File: config.mk
export PLATFORM = sky130hd
export DESIGN_NAME = instruction_fetch_unit_flat
export DESIGN_NICKNAME = d
export VERILOG_FILES = /design/src/rtl/instruction_fetch_unit_if.sv /design/src/rtl/instruction_fetch_unit.sv /design/src/flat_wrapper.sv
export SDC_FILE = /design/constraint.sdc
export NUM_CORES = 1
export LEC_CHECK = 0
export CAP_MARGIN = 5
export CELL_PAD_IN_SITES_DETAIL_PLACEMENT = 1
export CELL_PAD_IN_SITES_GLOBAL_PLACEMENT = 1
export CORE_AREA = 2 2 172 174
export CTS_CLUSTER_DIAMETER = 200
export DETAILED_ROUTE_END_ITERATION = 12
export DIE_AREA = 0 0 174 176
export PLACE_DENSITY_LB_ADDON = 0.15
export SLEW_MARGIN = 40
export SYNTH_ARGS = -nofsm -noshare
export SYNTH_HDL_FRONTEND = slang
export SYNTH_SLANG_ARGS = --single-unit
File: constraint.sdc
create_clock -name clk -period 3.9 [get_ports clk]
set_input_delay 0.78 -clock clk [delete_from_list [all_inputs] [get_ports clk]]
set_output_delay 0.78 -clock clk [all_outputs]
set_load 0.1 [all_outputs]
File: src/rtl/instruction_fetch_unit_if.sv
// Instruction memory request/response bundle.
// Single outstanding valid/ready request, rvalid response.
interface instruction_fetch_unit_if #(
  parameter int XLEN = 32
);
  logic            req;
  logic [XLEN-1:0] addr;
  logic            ready;
  logic            rvalid;
  logic [31:0]     rdata;

  modport master (
    output req,
    output addr,
    input  ready,
    input  rvalid,
    input  rdata
  );

  modport slave (
    input  req,
    input  addr,
    output ready,
    output rvalid,
    output rdata
  );
endinterface

File: src/rtl/instruction_fetch_unit.sv
// Fetch stage: owns fetch PC, one outstanding imem request,
// one-entry stall buffer, redirect kill of in-flight responses.
module instruction_fetch_unit #(
  parameter int              XLEN         = 32,
  parameter logic [XLEN-1:0] RESET_VECTOR = '0
) (
  input  logic                    clk,
  input  logic                    reset,
  input  logic                    stall,
  input  logic                    redirect_valid,
  input  logic [XLEN-1:0]         redirect_pc,
  input  logic                    bp_taken,
  input  logic [XLEN-1:0]         bp_target,
  instruction_fetch_unit_if.master imem,
  output logic                    IF_valid,
  output logic [XLEN-1:0]         IF_pc,
  output logic [XLEN-1:0]         IF_pc_plus_4,
  output logic [31:0]             IF_instruction,
  output logic                    IF_branch_estimation
);

  localparam logic [31:0] NOP = 32'h0000_0013;

  typedef enum logic [1:0] {
    IDLE, WAIT, KILL, HOLD
  } state_t;

  typedef struct packed {
    logic [XLEN-1:0] pc;
    logic [31:0]     instr;
    logic            est;
  } fetch_t;

  state_t          state, state_n;
  logic [XLEN-1:0] fetch_pc;
  logic [XLEN-1:0] req_pc;
  logic            req_est;
  fetch_t          buf_q;

  logic slot_free;
  logic accept;
  logic load_out;
  logic load_buf;
  logic pop_buf;
  logic bubble;

  assign slot_free = !IF_valid || !stall;
  assign imem.addr = fetch_pc;
  assign imem.req  = reset && !redirect_valid &&
                     (state == IDLE ||
                      (state == WAIT && imem.rvalid && slot_free));
  assign accept    = imem.req && imem.ready;

  // State register
  always_ff @(posedge clk or negedge reset) begin
    if (!reset) state <= IDLE;
    else        state <= state_n;
  end

  // Next state and datapath controls
  always_comb begin
    state_n  = state;
    load_out = 1'b0;
    load_buf = 1'b0;
    pop_buf  = 1'b0;
    bubble   = 1'b0;
    if (redirect_valid) begin
      if ((state == WAIT || state == KILL) && !imem.rvalid)
        state_n = KILL;
      else
        state_n = IDLE;
    end else begin
      unique case (state)
        IDLE: begin
          bubble = !stall;
          if (accept) state_n = WAIT;
        end
        WAIT: begin
          if (imem.rvalid && slot_free) begin
            load_out = 1'b1;
            state_n  = accept ? WAIT : IDLE;
          end else if (imem.rvalid) begin
            load_buf = 1'b1;
            state_n  = HOLD;
          end else begin
            bubble = !stall;
          end
        end
        KILL: begin
          bubble = !stall;
          if (imem.rvalid) state_n = IDLE;
        end
        HOLD: begin
          if (!stall) begin
            pop_buf = 1'b1;
            state_n = IDLE;
          end
        end
        default: state_n = IDLE;
      endcase
    end
  end

  // Fetch PC and request context
  always_ff @(posedge clk or negedge reset) begin
    if (!reset) begin
      fetch_pc <= RESET_VECTOR;
      req_pc   <= '0;
      req_est  <= 1'b0;
    end else begin
      if (redirect_valid)
        fetch_pc <= {redirect_pc[XLEN-1:2], 2'b00};
      else if (accept)
        fetch_pc <= bp_taken ? bp_target
                             : fetch_pc + XLEN'(4);
      if (accept) begin
        req_pc  <= fetch_pc;
        req_est <= bp_taken;
      end
    end
  end

  // IF/ID outputs and stall buffer
  always_ff @(posedge clk or negedge reset) begin
    if (!reset) begin
      IF_valid             <= 1'b0;
      IF_pc                <= '0;
      IF_pc_plus_4         <= '0;
      IF_instruction       <= NOP;
      IF_branch_estimation <= 1'b0;
      buf_q                <= '0;
    end else if (redirect_valid) begin
      IF_valid <= 1'b0;
      buf_q    <= '0;
    end else if (load_out) begin
      IF_valid             <= 1'b1;
      IF_pc                <= req_pc;
      IF_pc_plus_4         <= req_pc + XLEN'(4);
      IF_instruction       <= imem.rdata;
      IF_branch_estimation <= req_est;
    end else if (pop_buf) begin
      IF_valid             <= 1'b1;
      IF_pc                <= buf_q.pc;
      IF_pc_plus_4         <= buf_q.pc + XLEN'(4);
      IF_instruction       <= buf_q.instr;
      IF_branch_estimation <= buf_q.est;
      buf_q                <= '0;
    end else if (load_buf) begin
      buf_q <= '{pc: req_pc, instr: imem.rdata, est: req_est};
    end else if (bubble) begin
      IF_valid <= 1'b0;
    end
  end

endmodule

File: src/flat_wrapper.sv
// flat-port wrapper written by rule: the top's interface ports become plain ports
module instruction_fetch_unit_flat 
#(
  parameter int              XLEN         = 32,
  parameter logic [XLEN-1:0] RESET_VECTOR = '0
)
  (clk, reset, stall, redirect_valid, redirect_pc, bp_taken, bp_target, IF_valid, IF_pc, IF_pc_plus_4, IF_instruction, IF_branch_estimation, imem_req, imem_addr, imem_ready, imem_rvalid, imem_rdata);
  instruction_fetch_unit_if #(.XLEN(XLEN)) imem_i ();
  input  logic clk;
  input  logic reset;
  input  logic stall;
  input  logic redirect_valid;
  input  logic [XLEN-1:0] redirect_pc;
  input  logic bp_taken;
  input  logic [XLEN-1:0] bp_target;
  output logic IF_valid;
  output logic [XLEN-1:0] IF_pc;
  output logic [XLEN-1:0] IF_pc_plus_4;
  output logic [31:0] IF_instruction;
  output logic IF_branch_estimation;
  output wire logic [$bits(imem_i.req)-1:0] imem_req;
  output wire logic [$bits(imem_i.addr)-1:0] imem_addr;
  input wire logic [$bits(imem_i.ready)-1:0] imem_ready;
  input wire logic [$bits(imem_i.rvalid)-1:0] imem_rvalid;
  input wire logic [$bits(imem_i.rdata)-1:0] imem_rdata;
  assign imem_req = imem_i.req;
  assign imem_addr = imem_i.addr;
  assign imem_i.ready = imem_ready;
  assign imem_i.rvalid = imem_rvalid;
  assign imem_i.rdata = imem_rdata;
  instruction_fetch_unit #(.XLEN(XLEN), .RESET_VECTOR(RESET_VECTOR)) u_core (.clk(clk), .reset(reset), .stall(stall), .redirect_valid(redirect_valid), .redirect_pc(redirect_pc), .bp_taken(bp_taken), .bp_target(bp_target), .imem(imem_i), .IF_valid(IF_valid), .IF_pc(IF_pc), .IF_pc_plus_4(IF_pc_plus_4), .IF_instruction(IF_instruction), .IF_branch_estimation(IF_branch_estimation));
endmodule
==> flow_metrics.env <==
export IMPL_grt_pass1_wl_um=56600
export IMPL_postCtsResizedCells=0
export IMPL_drt_total_wl_um=34900
export IMPL_synth_async_reset_ratio=1.00
export IMPL_die_h_um=176
export IMPL_p_leak_uw=0.00646
export IMPL_power_density_nw_per_um2=739
export IMPL_drc=0
export IMPL_synthCells=1174
export IMPL_via_count=9756
export IMPL_num_nets_final=1492
export IMPL_synth_warnings=0
export IMPL_drv_slew=0
export IMPL_clkSinkCount=228
export IMPL_grt_max_degree=146
export IMPL_gr_total_overflow=0
export IMPL_avgSynthCellArea_um2=9.43
export IMPL_wl_per_cell_um=19.5
export IMPL_rsz0062_at_grt="no"
export IMPL_cp_end_kind="output port"
export IMPL_synth_seq_cells=228
export IMPL_numCtsBuffers=26
export IMPL_drive_gt1_frac=0.169
export IMPL_power_share_switching=0.496
export IMPL_pwr_share_seq=0.333
export IMPL_critical_path_class="primary input to output port"
export IMPL_area_growth_pct=27.6
export IMPL_grt_use_total=0.229
export IMPL_antenna_found_initial=1
export IMPL_viasPerCell=5.46
export IMPL_drv_cap=0
export IMPL_preCtsSetupSlack_ns=0.313
export IMPL_start_kind="primary input"
export IMPL_setup_viol=0
export IMPL_rrSetupSlack_ns=0.84
export IMPL_required_ns=3.12
export IMPL_clk_latency_ns=0.53
export IMPL_finalWorstSetupSlack_ns=0.647
export IMPL_synth_main_ff_cell="dfrtp_1"
export IMPL_netlist_area_um2=11100
export IMPL_place_inst=1738
export IMPL_clkTransAtPathRegs_ns=0.06
export IMPL_dpl_hpwl_um=24500
export IMPL_clockBufferDepth=3
export IMPL_final_cells=1788
export IMPL_max_freq_mhz=307
export IMPL_synth_cell_types=67
export IMPL_core_area_um2=28500
export IMPL_tightest_slew_ns=0.773
export IMPL_final_core_util=0.495
export IMPL_floorplan_initialDensity=0.388
export IMPL_worst_endpoint_arrival_ns=2.47
export IMPL_design_area_um2=14100
export IMPL_fin_crit_sh=0.834
export IMPL_power_share_clock=0.246
export IMPL_placed_area_um2=13200
export IMPL_relSlewSlack=0.485
export IMPL_numPortBuffers=231
export IMPL_p_sw_uw=5180
export IMPL_cts_setup_buffers=0
export IMPL_cts_hold_buffers=0
export IMPL_p_int_uw=5260
export IMPL_finalCriticalPeriod_ns=3.25
export IMPL_first_pass_iters=5
export IMPL_hold_viol_final=0
export IMPL_ant_nets=0
export IMPL_setup_tns_final_ns=0
export IMPL_root_buffer="clkbuf_16"
export IMPL_rows=62
export IMPL_dr_first_iter_drc_count=689
export IMPL_tritoncts="built"
export IMPL_power_frac_comb=0.421
export IMPL_die_x_um=174
export IMPL_worstHoldPathType="primary input to asynchronous set/reset pin"
export IMPL_design_die_area_um2=30600
export IMPL_fin_worst_skew_ns=0.0127
export IMPL_grt_pass1_vias=9998
export IMPL_crit_path_max_fanout=9
export IMPL_status="finished, final reports clean"
export IMPL_io_pins=234
export IMPL_syn_num_nets=1283
export IMPL_gp_congestion=0.837
export IMPL_peakVddDrop_v=0.000340
export IMPL_h_tree_depth=1
export IMPL_synth_edf_count=0
export IMPL_seq_area_frac_synth=0.516
[cell usage after synthesis (all sizes together), types with 21 or more instances]
| cell | number | share of area |
|---|---|---|
| nand2 | 276 | 0.094 |
| nor2 | 71 | 0.025 |
| o21ai | 98 | 0.045 |
| nand3 | 27 | 0.013 |
| a31oi | 44 | 0.025 |
| mux2i | 27 | 0.024 |
| a21oi | 25 | 0.011 |
| clkbuf | 45 | 0.015 |
| a22o | 65 | 0.051 |
| dfrtp | 225 | 0.51 |
| buf | 31 | 0.014 |
| xor2 | 21 | 0.017 |
[power by group through the flow]
| stage | Combinational [µW] | Sequential, µW | Clock [µW] |
|---|---|---|---|
| after floorplan | 1110 | 5730 | 0 |
| after global placement | 4680 | 3500 | 0 |
| after detailed placement | 4410 | 3520 | 0 |
| after CTS | 4420 | 3480 | 2630 |
| after global routing | 4610 | 3570 | 2720 |
| final | 4400 | 3480 | 2570 |
[path summary, 6_finish.rpt]
| check | start | end | cells past startpoint |
|---|---|---|---|
| max in group asynchronous | reset | u_core.IF_instruction[28] | 3 |
| hold reg to reg | u_core.IF_pc[6] | u_core.IF_pc[6] | 2 |
| setup / recovery | stall | imem_req | 6 |
| hold / removal | reset | u_core.req_pc[12] | 1 |
| setup reg to reg | u_core.state[1] | u_core.IF_pc_plus_4[30] | 14 |
| min in group clk | u_core.IF_pc[6] | u_core.IF_pc[6] | 2 |
[state kept, by name (all words and copies together) (netlist names)]
signal,count
u_core.buf_q,65
u_core.IF_pc,30
u_core.imem.addr,32
u_core.req_pc,32
u_core.req_est,1
u_core.IF_instruction,32
u_core.IF_pc_plus_4,32
u_core.state,2
u_core.IF_valid,1
u_core.IF_branch_estimation,1
[cells by family after synthesis]
group | count (synthesis) | share of synthesized area
muxes | 33 | 0.0305
DFF | 228 | 0.516
AOI/OAI and AO/OA | 301 | 0.186
adders and majority gates | 6 | 0.00678
and+or+nand+nor | 478 | 0.197
xor gates and xnor gates | 39 | 0.0309
buffers and inverters | 89 | 0.0335
[placed cells by master, fill, tap and decap left out, types with 12 or more instances in the layout]
cell / count
nor2_1: 66
nand3_1: 26
clkdlybuf4s50_1: 98
dfrtp_1: 225
inv_1: 13
a22oi_1: 18
nand2_1: 274
o21ai_1: 12
a31oi_1: 43
mux2i_1: 27
xnor2_1: 18
and4_1: 12
o21ai_0: 84
buf_2: 131
and3_1: 20
a21oi_1: 25
xor2_1: 21
a22o_1: 65
clkbuf_16: 26
buf_4: 20
nand4_1: 17
[layer usage]
layer	track usage	routed length (µm)	vias up
li1	-	-	4624
met1	0.339	16800	4812
met2	0.356	15800	284
met3	0.0368	1890	36
met4	0.0448	430	0
met5	0	0	-
[worst max-delay path, stage by stage]
cell	delay, ns
clkdlybuf4s50_1	0.56
nand2_1	0.14
buf_4	0.21
a31oi_1	0.47
nor3_2	0.11
buf_12	0.20
[cell type report]
cell class	count	area, µm²
fill	3310	14400
sequential	228	5710
multi-input combinational	857	5040
timing repair buffer	257	1940
clock buffer	34	721
tap	384	480
clock inverter	14	186
inverter	13	48.8
antenna	1	2.50
[per-stage QoR]
stage | power (µW) | hold WS (ns)
6_report | 10400 | 0.131
5_1_grt | 10900 | 0.130
4_1_cts | 10500 | 0.121
3_5_place_dp | 7930 | 0.469
3_3_place_gp | 8180 | 0.462
2_1_floorplan | 6830 | 0.469
No activity file was read; power rests on OpenSTA's default activity.
